$ cat src/rtl/axi_pkg.sv
// Shared AXI4 encodings and the read-burst generator state type.
package axi_pkg;

  localparam logic [1:0]  AXI_BURST_INCR = 2'b01;
  localparam logic [1:0]  AXI_RESP_OKAY  = 2'b00;
  localparam int unsigned AXI_4KB        = 4096;

  typedef enum logic [1:0] {
    ST_IDLE  = 2'd0,
    ST_ISSUE = 2'd1,
    ST_DRAIN = 2'd2,
    ST_DONE  = 2'd3
  } rd_state_e;

endpackage

$ cat src/rtl/sync_fifo_len.sv
// Small synchronous FIFO holding the length of each in-flight burst.
module sync_fifo_len #(
  parameter int unsigned DEPTH = 4,
  parameter int unsigned WIDTH = 9
) (
  input  logic             clk,
  input  logic             reset,
  input  logic             push,
  input  logic [WIDTH-1:0] push_data,
  input  logic             pop,
  output logic [WIDTH-1:0] head,
  output logic             full,
  output logic             empty
);

  localparam int unsigned AW = (DEPTH > 1) ? $clog2(DEPTH) : 1;

  logic [WIDTH-1:0] mem [DEPTH];
  logic [AW-1:0]    wr_ptr, rd_ptr;
  logic [AW:0]      count, count_nxt;
  logic             do_push, do_pop;

  function automatic logic [AW-1:0] ptr_inc(input logic [AW-1:0] p);
    return (p == AW'(DEPTH - 1)) ? '0 : p + 1'b1;
  endfunction

  // A push into a full FIFO is accepted when the head leaves in the same cycle.
  assign do_pop  = pop && !empty;
  assign do_push = push && (!full || do_pop);
  assign head    = mem[rd_ptr];

  always_comb begin
    count_nxt = count;
    if (do_push && !do_pop)      count_nxt = count + 1'b1;
    else if (!do_push && do_pop) count_nxt = count - 1'b1;
  end

  always_ff @(posedge clk) begin
    if (reset) begin
      wr_ptr <= '0;
      rd_ptr <= '0;
      count  <= '0;
      full   <= 1'b0;
      empty  <= 1'b1;
    end else begin
      if (do_push) wr_ptr <= ptr_inc(wr_ptr);
      if (do_pop)  rd_ptr <= ptr_inc(rd_ptr);
      count <= count_nxt;
      full  <= (count_nxt == (AW+1)'(DEPTH));
      empty <= (count_nxt == '0);
    end
  end

  always_ff @(posedge clk) begin
    if (do_push) mem[wr_ptr] <= push_data;
  end

endmodule

$ cat src/rtl/axi_rd_burst_gen.sv
// AXI4 read master: splits one command into INCR bursts (4 KB safe, bounded
// outstanding) and forwards R data straight to a valid/ready stream.
module axi_rd_burst_gen
  import axi_pkg::*;
#(
  parameter int unsigned AXI_ADDR_WIDTH  = 42,
  parameter int unsigned AXI_DATA_WIDTH  = 256,
  parameter int unsigned AXI_ID_WIDTH    = 1,
  parameter int unsigned AXI_BURST_WIDTH = 8,
  parameter int unsigned MAX_OUTSTANDING = 4,
  parameter int unsigned CNT_W           = 16
) (
  input  logic                       clk,
  input  logic                       reset,
  input  logic                       cmd_valid,
  output logic                       cmd_ready,
  input  logic [AXI_ADDR_WIDTH-1:0]  cmd_addr,
  input  logic [CNT_W-1:0]           cmd_beats,
  input  logic [AXI_BURST_WIDTH-1:0] cmd_max_len,
  output logic [AXI_ADDR_WIDTH-1:0]  m_axi_araddr,
  output logic [AXI_BURST_WIDTH-1:0] m_axi_arlen,
  output logic [2:0]                 m_axi_arsize,
  output logic [1:0]                 m_axi_arburst,
  output logic [AXI_ID_WIDTH-1:0]    m_axi_arid,
  output logic                       m_axi_arvalid,
  input  logic                       m_axi_arready,
  input  logic [AXI_DATA_WIDTH-1:0]  m_axi_rdata,
  input  logic [AXI_ID_WIDTH-1:0]    m_axi_rid,
  input  logic [1:0]                 m_axi_rresp,
  input  logic                       m_axi_rlast,
  input  logic                       m_axi_rvalid,
  output logic                       m_axi_rready,
  output logic [AXI_DATA_WIDTH-1:0]  m_data,
  output logic                       m_valid,
  input  logic                       m_ready,
  output logic                       busy,
  output logic                       done,
  output logic                       err_rlast,
  output logic                       err_resp,
  output logic                       err_align
);

  localparam int unsigned BPB  = AXI_DATA_WIDTH / 8;
  localparam int unsigned SIZE = $clog2(BPB);
  localparam int unsigned LW   = ((CNT_W > 13) ? CNT_W : 13) + 1;
  localparam int unsigned BW   = AXI_BURST_WIDTH + 1;
  localparam int unsigned OW   = $clog2(MAX_OUTSTANDING) + 1;

  rd_state_e                  state, state_nxt;
  logic [AXI_ADDR_WIDTH-1:0]  addr_q, cmd_addr_al, src_addr;
  logic [CNT_W-1:0]           ar_rem, r_rem, src_rem;
  logic [AXI_BURST_WIDTH-1:0] max_len_q, src_max;
  logic [OW-1:0]              inflight;
  logic [BW-1:0]              beat_cnt, len, fifo_head;
  logic [LW-1:0]              bound, len_w;
  logic cmd_hs, cmd_misalign, ar_slot_free, ar_load;
  logic r_active, r_hs, exp_last, burst_done, fifo_full, fifo_empty;

  assign cmd_ready    = (state == ST_IDLE) && !reset;
  assign busy         = (state != ST_IDLE);
  assign done         = (state == ST_DONE);
  assign cmd_hs       = cmd_valid && cmd_ready;
  assign cmd_addr_al  = cmd_addr & ~AXI_ADDR_WIDTH'(BPB - 1);
  assign cmd_misalign = |(cmd_addr & AXI_ADDR_WIDTH'(BPB - 1));

  assign m_axi_arsize  = 3'(SIZE);
  assign m_axi_arburst = AXI_BURST_INCR;
  assign m_axi_arid    = '0;

  assign r_active     = (state == ST_ISSUE) || (state == ST_DRAIN);
  assign m_axi_rready = r_active && m_ready;
  assign m_valid      = r_active && m_axi_rvalid;
  assign m_data       = m_axi_rdata;
  assign r_hs         = m_axi_rvalid && m_axi_rready;
  assign exp_last     = !fifo_empty && ((beat_cnt + 1'b1) == fifo_head);
  assign burst_done   = r_hs && exp_last;

  // The first burst is sized straight from the command so arvalid can rise
  // the cycle after the command handshake; later bursts use the latched copy.
  always_comb begin
    src_addr = (state == ST_IDLE) ? cmd_addr_al : addr_q;
    src_rem  = (state == ST_IDLE) ? cmd_beats   : ar_rem;
    src_max  = (state == ST_IDLE) ? cmd_max_len : max_len_q;
    bound    = (LW'(AXI_4KB) - LW'(src_addr[11:0])) >> SIZE;
    len_w    = LW'(src_rem);
    if ((LW'(src_max) + LW'(1)) < len_w) len_w = LW'(src_max) + LW'(1);
    if (bound < len_w) len_w = bound;
    len = BW'(len_w);
  end

  assign ar_slot_free = !m_axi_arvalid || m_axi_arready;

  always_comb begin
    ar_load = 1'b0;
    if (state == ST_IDLE)
      ar_load = cmd_hs && (cmd_beats != '0);
    else if (state == ST_ISSUE)
      ar_load = (ar_rem != '0) && ar_slot_free && !fifo_full &&
                (inflight < OW'(MAX_OUTSTANDING));
  end

  always_comb begin
    state_nxt = state;
    case (state)
      ST_IDLE:  if (cmd_hs) state_nxt = (cmd_beats == '0) ? ST_DONE : ST_ISSUE;
      ST_ISSUE: if ((ar_rem == '0) && ar_slot_free) state_nxt = ST_DRAIN;
      ST_DRAIN: if ((r_rem == '0) || (r_hs && (r_rem == CNT_W'(1)))) state_nxt = ST_DONE;
      default:  state_nxt = ST_IDLE;
    endcase
  end

  always_ff @(posedge clk) begin
    if (reset) begin
      state         <= ST_IDLE;
      m_axi_arvalid <= 1'b0;
      m_axi_araddr  <= '0;
      m_axi_arlen   <= '0;
      addr_q        <= '0;
      ar_rem        <= '0;
      r_rem         <= '0;
      max_len_q     <= '0;
      inflight      <= '0;
      beat_cnt      <= '0;
      err_rlast     <= 1'b0;
      err_resp      <= 1'b0;
      err_align     <= 1'b0;
    end else begin
      state <= state_nxt;
      if (cmd_hs) begin
        addr_q    <= cmd_addr_al;
        ar_rem    <= cmd_beats;
        r_rem     <= cmd_beats;
        max_len_q <= cmd_max_len;
        err_align <= cmd_misalign;
        err_rlast <= 1'b0;
        err_resp  <= 1'b0;
      end
      // addr_q/ar_rem track the next burst still to be presented on AR.
      if (ar_load) begin
        m_axi_arvalid <= 1'b1;
        m_axi_araddr  <= src_addr;
        m_axi_arlen   <= AXI_BURST_WIDTH'(len - 1'b1);
        addr_q        <= src_addr + (AXI_ADDR_WIDTH'(len) << SIZE);
        ar_rem        <= src_rem - CNT_W'(len);
      end else if (m_axi_arvalid && m_axi_arready) begin
        m_axi_arvalid <= 1'b0;
      end
      case ({ar_load, burst_done})
        2'b10:   inflight <= inflight + 1'b1;
        2'b01:   inflight <= inflight - 1'b1;
        default: inflight <= inflight;
      endcase
      if (r_hs) begin
        if (r_rem != '0) r_rem <= r_rem - 1'b1;
        beat_cnt <= burst_done ? '0 : beat_cnt + 1'b1;
        if (m_axi_rlast != exp_last) err_rlast <= 1'b1;
        // A beat tagged with an ID this master never issues is reported as a response error.
        if ((m_axi_rresp != AXI_RESP_OKAY) || (m_axi_rid != '0)) err_resp <= 1'b1;
      end
    end
  end

  sync_fifo_len #(
    .DEPTH (MAX_OUTSTANDING),
    .WIDTH (BW)
  ) u_len_fifo (
    .clk       (clk),
    .reset     (reset),
    .push      (ar_load),
    .push_data (len),
    .pop       (burst_done),
    .head      (fifo_head),
    .full      (fifo_full),
    .empty     (fifo_empty)
  );

endmodule

$ cat config.mk
export PLATFORM = sky130hd
export DESIGN_NAME = axi_rd_burst_gen
export DESIGN_NICKNAME = d
export VERILOG_FILES = /design/src/rtl/axi_pkg.sv /design/src/rtl/sync_fifo_len.sv /design/src/rtl/axi_rd_burst_gen.sv
export SDC_FILE = /design/constraint.sdc
export NUM_CORES = 1
export LEC_CHECK = 0
export CAP_MARGIN = 20
export CORE_AREA = 2 2 253 255
export CTS_BUF_LIST = sky130_fd_sc_hd__clkbuf_4
export DETAILED_ROUTE_END_ITERATION = 6
export DIE_AREA = 0 0 255 257
export GPL_ROUTABILITY_DRIVEN = 0
export PLACE_DENSITY = 0.47
export RECOVER_POWER = 100
export SYNTH_ARGS = -nofsm -noshare
export SYNTH_HDL_FRONTEND = slang
export SYNTH_SLANG_ARGS = --single-unit
$ cat constraint.sdc
create_clock -name clk -period 24 [get_ports clk]
set_input_delay 4.8 -clock clk [delete_from_list [all_inputs] [get_ports clk]]
set_output_delay 4.8 -clock clk [all_outputs]
set_load 0.01 [all_outputs]
==> out/summary.md, run 1 <==
The class of the worst hold path was register to register. For the total standard cell area after synthesis, the log shows 0.0142 sq mm. Counting flops with a built-in enable in the synthesized netlist gives 36.

For this design the static power due to leakage is 5.50 nW. Yosys attributes the largest share of cell area to dfxtp_1 23%, buf_4 14%, edfxtp_1 7.6%, nor2_1 4.6%, mux2i_1 4.3%. Maximum clock frequency: 67.7 MHz. The number of clock buffers inserted by TritonCTS is 17. STA puts the critical path data arrival time at 15.32 ns. The tools report the final non-filler cell total as 2406.

In the synthesized netlist the dominant register cell turns out to be dfxtp_1. The wire length of the first global-routing pass was 70200 um. After clock tree synthesis, the clock-pin slew on the worst setup and hold paths is 0.19 ns.

Summing all placed instances gives a cell area of 0.0145 sq mm. The per-instance average area after synthesis was 8.33 sq um. In this run the horizontal extent of the chip is 255 um. The cell total after placement is 2371.

In this run, post-CTS repair resized a total of 0 instances. The source-to-sink clock delay at the later pin of the worst-skew pair is 0.67 ns, and the number of failing setup endpoints in the final timing report is 0. The logs give 11433 for the via count of the first global-routing pass and 100 for the pin count of the biggest net entering global routing. For the overall fraction of global-route tracks in use, the log shows 0.141.

After clock tree synthesis, the flow added hold-fix buffers numbering 0. The run gives 0 as the count of nets left with antenna violations after detail routing. The fraction of layout instances using a drive strength above 1 came out at 0.0610. STA classifies the critical path startpoint as an input port.

The global-route track usage on met3 was 0.0439. The logs give 0.0627 sq mm for the area of the placeable core and 24.55 ns for the required time at the worst-slack endpoint. Most numerous cell in the Yosys netlist: buf_4.

The shortest clock period the worst path allows after layout is 14.77 ns. The floorplan has 92 rows. The logs give 0.460 ns for the worst hold slack across all endpoints and 34500 um for the total half-perimeter wirelength after legalization and detailed placement. The logs give 0 for the final number of hold-violating endpoints and 749 for the starting DRC count in detailed routing.

The cell chosen for the clock root is clkbuf_4. Setup repair after global routing left no endpoint under its margin. Dividing total power by cell area gives a power density of 126 mW/mm^2.

During placement, the flow inserted port buffers numbering 134. The slowest stage of the critical path is the o21bai_1 cell. The number of max-slew violations in the final report came out at 388. During synthesis, Yosys emitted a total of 0 warnings. CTS saw 197 sinks. Yosys mapped the design onto 94 distinct sky130hd cell types. Fill cells in the final layout number 6914. The flow ran to the end, but the final reports show violations. The die is 257 um tall.

The worst-case IR drop observed on VDD is 0.0513 mV. By count the netlist is led by 262 x buf_4, 174 x nor2_1, 161 x dfxtp_1. The class of the most critical setup path was input port to register. The largest total area in the synthesized netlist belongs to dfxtp_1. Counting every instance in the synthesized netlist gives 1703.

The worst setup path is captured at a register. Met1 global-route usage: 0.179. The tools report the via count as 11555. For the relative max-transition margin, the log shows -1.79. Dividing the detail-routed wire length by the instance count gives 19.6 um. Summed over all layers, the global routing overflow is 0.

In this run the worst path has a maximum fanout of 18. The number of setup buffers added after CTS is 0. Between clock sinks in the finished design, the worst skew comes to 0.0410 ns.

The post-detailed-route via-to-cell ratio is 4.80, and the maximum number of buffers from clock root to sink is 2. At the pin with the least slew margin, the transition time is 4.19 ns. The logs give 0 ns for the total negative slack and 0.304 for the post-synthesis sequential area ratio. The area share of the largest cell type after synthesis was 0.227; the cell area after layout was 0.0147 sq mm.

The async set or reset register ratio after synthesis is 0, and the number of synthesized register bits is 197. The initial cell density of the core was 0.226. Residual DRC count: 0.

For the number of antenna violations at the first check in global routing, the log shows 6. Across the run, the number of max-cap violations was 9. For flop-to-flop paths, the worst setup slack is 11.55 ns. The met2 usage is 0.229.

The final reports fail on max-capacitance violations, max-slew violations. TritonCTS built the clock tree. After the last flow step, the layout net total stands at 1927. Maximum level of the CTS H-tree: 4. The growth of design area from synthesis to finish was 3.49%; the delay contributed by the slowest stage of the critical path was 1.34 ns. For the area of the die, the log shows 0.0655 sq mm.

Final critical-path share of the clock period: 0.615. The most heavily used metal layer in global routing is met2. The first detailed-routing pass took 7 iterations.

During I/O placement, the number of pins put on the boundary was 653. Wires add up to 47100 um.
routing by layer:
metal,routed length [um],up-vias,share of wire
met3,3590,80,0.076
met4,847,10,0.018
li1,-,5454,-
met5,92,-,0.0020
met2,22000,480,0.47
met1,20600,5531,0.44
area by class of cell:
type | count | area, sq um | area share
Tap cell | 846 | 1060 | 0.0721
Multi-Input combinational cell | 1118 | 7340 | 0.500
Timing Repair Buffer | 156 | 1460 | 0.0994
Antenna cell | 2 | 5.00 | 0.000341
Inverter | 55 | 206 | 0.0141
Clock inverter | 15 | 176 | 0.0120
Sequential cell | 197 | 4300 | 0.293
Clock buffer | 17 | 128 | 0.00870
cells by family after synthesis:
logic type,Yosys count,share of synthesized area
AO/OA/AOI/OAI,355,0.174
multiplexers,92,0.0748
XOR/XNOR,65,0.0415
adder cells (fa/ha/maj),53,0.0480
AND/OR/NAND/NOR,541,0.181
flip-flops,197,0.304
buffers and inverters,398,0.176
other,2,0.000530
metrics by stage:
| stage | power (mW) | utilization | setup WS [ns] |
|---|---|---|---|
| CTS | 1.91 | 0.236 | 11.29 |
| floorplan | 1.37 | - | 11.96 |
| finish | 1.85 | 0.234 | 9.23 |
| global placement | 1.69 | 0.232 | 10.73 |
| detailed placement | 1.70 | 0.232 | 10.52 |
| global route | 2.01 | 0.234 | 8.58 |
path summary, 6_finish.rpt:
check	start	end	depth (start not counted)
setup / recovery	cmd_max_len[0]	addr_q[30]$_SDFFE_PP0P_	34
hold / removal	err_resp$_SDFF_PP0_	err_resp$_SDFF_PP0_	2
setup reg to reg	state[0]$_SDFFE_PP0P_	addr_q[30]$_SDFFE_PP0P_	35
hold reg to reg	err_resp$_SDFF_PP0_	err_resp$_SDFF_PP0_	2
cell usage in the layout (no fill, tap or decap), drive strengths merged, types with 47 or more instances in the layout:
| cell | count |
|---|---|
| clkdlybuf4s50 | 71 |
| a211oi | 47 |
| nand2 | 137 |
| mux2i | 61 |
| dfxtp | 161 |
| ha | 47 |
| dlygate4sd3 | 62 |
| nand3 | 59 |
| o21ai | 59 |
| a21oi | 101 |
| inv | 59 |
| nor2 | 174 |
critical path, delay by kind of cell:
kind	cells	cell delay [ns]
AND/OR/NAND/NOR	10	2.21
adder cells (fa/ha/maj)	4	1.18
multiplexers	1	0.37
AO/OA/AOI/OAI	15	5.64
buffers and inverters	4	1.09
where the power goes:
part | total, mW | switching (mW) | leakage (nW) | internal [mW]
logic | 1.16 | 0.712 | 3.69 | 0.445
registers | 0.496 | 0.0556 | 1.65 | 0.441
clock network | 0.200 | 0.135 | 0.165 | 0.0651
registers in the layout, summed over array words and instances, names as in the netlist, named ones only:
register / cells
err_rlast: 1
err_resp: 1
ar_rem: 16
m_axi_arlen: 8
r_rem: 16
m_axi_araddr: 42
u_len_fifo.count: 3
max_len_q: 8
addr_q: 42
u_len_fifo.rd_ptr: 2
err_align: 1
state: 2
u_len_fifo.mem: 36
u_len_fifo.wr_ptr: 2
inflight: 3
m_axi_arvalid: 1
u_len_fifo.full: 1
u_len_fifo.empty: 1
beat_cnt: 9
Power figures use the tool's default switching activity.
==> run 2: changes to the inputs <==
Clock period 24 ns to 14.7 ns, I/O delays scaled along.
==> out/summary.md, run 2 (synthesis gave the netlist of run 1 again) <==
The run gives 5.50 nW (about the same) as the leakage power. The worst-path maximum fanout works out to 18 (unchanged). The die span in y was 257 um (unchanged); the site row count was 92 (unchanged). The run gives 7 (-2) as the count of max-cap constraint violations.

The wire length of the first global-routing pass came out at 70100 um (-0.15%). The run finished, with violations left. The starting DRC count in detailed routing is 668 (-11%). The via count of the first global-routing pass is 11429 (-0.035%).

The source-to-sink clock delay at the later pin of the worst-skew pair came out at 0.67 ns (about the same). The logs give 0.106 mV (+110%) for the worst IR drop on VDD and 1925 (-0.10%) for the net count reported at finish. The path class of the tightest hold or removal check is register to register. The number of cells upsized or downsized after cts is 0 (unchanged), and the total power density per cell area is 204 mW/mm^2 (+62%).

The post-detailed-route via-to-cell ratio is 4.79 (-0.35%), and the final number of hold-violating endpoints is 0 (unchanged). The delay contributed by the slowest stage of the critical path was 1.18 ns (-0.16 ns); the required time at the worst-slack endpoint was 15.26 ns (-9.29 ns). The worst setup path is launched from an input port.

The total clock sinks was 197 (unchanged). The tools report the post-cts hold buffer count as 0 (unchanged). The library cell used most frequently in the layout, excluding fill and tap cells, is nor2_1. Setup repair after global routing left no endpoint under its margin.

The via count is 11505 (-0.43%). The tools report the number of setup buffers added after CTS as 0 (unchanged). The final critical-path share of the clock period is 0.839.

Actual transition at the worst max-transition pin: 3.36 ns (-0.832 ns). The area of the placeable core was 0.0627 sq mm (unchanged); the total half-perimeter wirelength after legalization and detailed placement was 34200 um (-1.1%). For this run, the top clock speed supported by timing is 81.1 MHz. The critical path capture point type is a register. In the final layout, the registers with the most flip-flops are addr_q x42, m_axi_araddr x42, u_len_fifo.mem x36.

Number of primary I/O pins: 653 (unchanged). After layout, the minimum clock period comes to 12.33 ns. The fraction of layout instances using a drive strength above 1 was 0.0604 (-0.000564); the sum of internal, switching and leakage power was 3.00 mW (+62%). TritonCTS built the clock tree.

The detailed-route wire length per cell works out to 19.4 um (-0.77%). The maximum level of the CTS H-tree is 4 (unchanged), and the number of failing setup endpoints in the final timing report is 0 (unchanged). The relative max-transition margin is -1.24 (+0.555), and the initial cell density of the core is 0.226 (unchanged). The overall fraction of global-route tracks in use came out at 0.140 (-0.000538).

Critical path data arrival time: 12.90 ns (-2.42 ns). The logs give 6881 (-0.48%) for the filler cell count and 290 (-25%) for the number of max-slew violations in the final report. The critical path is of the input port to register type.

The tools report the number of antenna violations at the first check in global routing as 7 (+1). The slowest stage of the critical path belongs to the cell a21oi_1. The residual DRC count was 0 (unchanged). The logs give 0.0655 sq mm (unchanged) for the area of the die and 17 (unchanged) for the number of clock buffers inserted by TritonCTS. Clock tree synthesis selected as its root buffer the cell clkbuf_4. The clock-pin slew on the worst setup and hold paths was 0.20 ns (about the same); the width of the chip was 255 um (unchanged).

Quantity of I/O buffers inserted on ports: 134 (unchanged). The number of detailed-routing iterations run before antenna repair was 6 (-1); the pin count of the biggest net entering global routing was 100 (unchanged). The total negative slack was 0 ns (unchanged); the final global-route overflow total was 0 (unchanged).

The overall routed net length is 46700 um (-0.85%), and the growth of design area from synthesis to finish is 3.46% (about the same). The run gives 0 (unchanged) as the count of nets left with antenna violations after detail routing. The final reports fail on max-capacitance violations, max-slew violations. The run gives 0.0443 ns (+0.00328 ns) as the largest clock skew in the final design.

Maximum number of buffers from clock root to sink: 2 (unchanged). The library cells used most frequently in the layout, excluding fill and tap cells, are 174 x nor2_1, 161 x dfxtp_1, 137 x nand2_1, 100 x a21oi_1, 74 x clkdlybuf4s50_1.
## run 2: path summary, 6_finish.rpt
kind	start	endpoint	slack, ns	cells past startpoint
worst max-delay path	cmd_max_len[0]	addr_q[38]$_SDFFE_PP0P_	2.37	34
worst max register to register	state[0]$_SDFFE_PP0P_	addr_q[38]$_SDFFE_PP0P_	4.00	35
worst min register to register	m_axi_arlen[0]$_SDFFE_PP0P_	m_axi_arlen[0]$_SDFFE_PP0P_	0.46	2
worst min-delay path	m_axi_arlen[0]$_SDFFE_PP0P_	m_axi_arlen[0]$_SDFFE_PP0P_	0.46	2
## run 2: where the power goes
group / total (mW) / internal [mW] / switching, mW
clock network: 0.314 / 0.0917 / 0.222
logic: 1.87 / 0.724 / 1.15
registers: 0.809 / 0.719 / 0.0900
total: 3.00 / 1.53 / 1.46
## run 2: through the flow
stage / hold WS [ns] / util / worst slack, ns / cell area, sq um / instances
5_1_grt: 0.487 / 0.234 / 1.76 / 14700 / 2403
3_3_place_gp: 0.443 / 0.231 / 3.29 / 14500 / 2369
6_report: 0.463 / 0.234 / 2.37 / 14700 / 2404
3_5_place_dp: 0.448 / 0.231 / 3.03 / 14500 / 2369
2_1_floorplan: 0.431 / - / 4.29 / 14200 / 1713
4_1_cts: 0.468 / 0.236 / 3.80 / 14800 / 2401
## run 2: worst max-delay path: cells and delay by family
family / cells / cell delay, ns
AND/OR/NAND/NOR: 9 / 1.57
buffers and inverters: 2 / 0.65
multiplexers: 2 / 1.07
AO/OA/AOI/OAI: 17 / 5.29
adder cells (fa/ha/maj): 4 / 1.36
## run 2: metal layers
metal | global-route usage | up-vias | part of all wire
met5 | 0.00526 | - | 0.0024
met4 | 0.0437 | 12 | 0.021
met3 | 0.0445 | 82 | 0.080
met2 | 0.226 | 481 | 0.46
met1 | 0.178 | 5473 | 0.44
li1 | - | 5457 | -
## run 2: final cells by class
type / count / area, sq um / area share
repair buffers: 154 / 1470 / 0.100
diodes: 2 / 5.00 / 0.000341
clock inverters: 14 / 146 / 0.00998
multi-input cells: 1118 / 7350 / 0.501
inverters: 55 / 206 / 0.0141
clock buffers: 18 / 135 / 0.00921
flip-flops and latches: 197 / 4300 / 0.293
well taps: 846 / 1060 / 0.0722
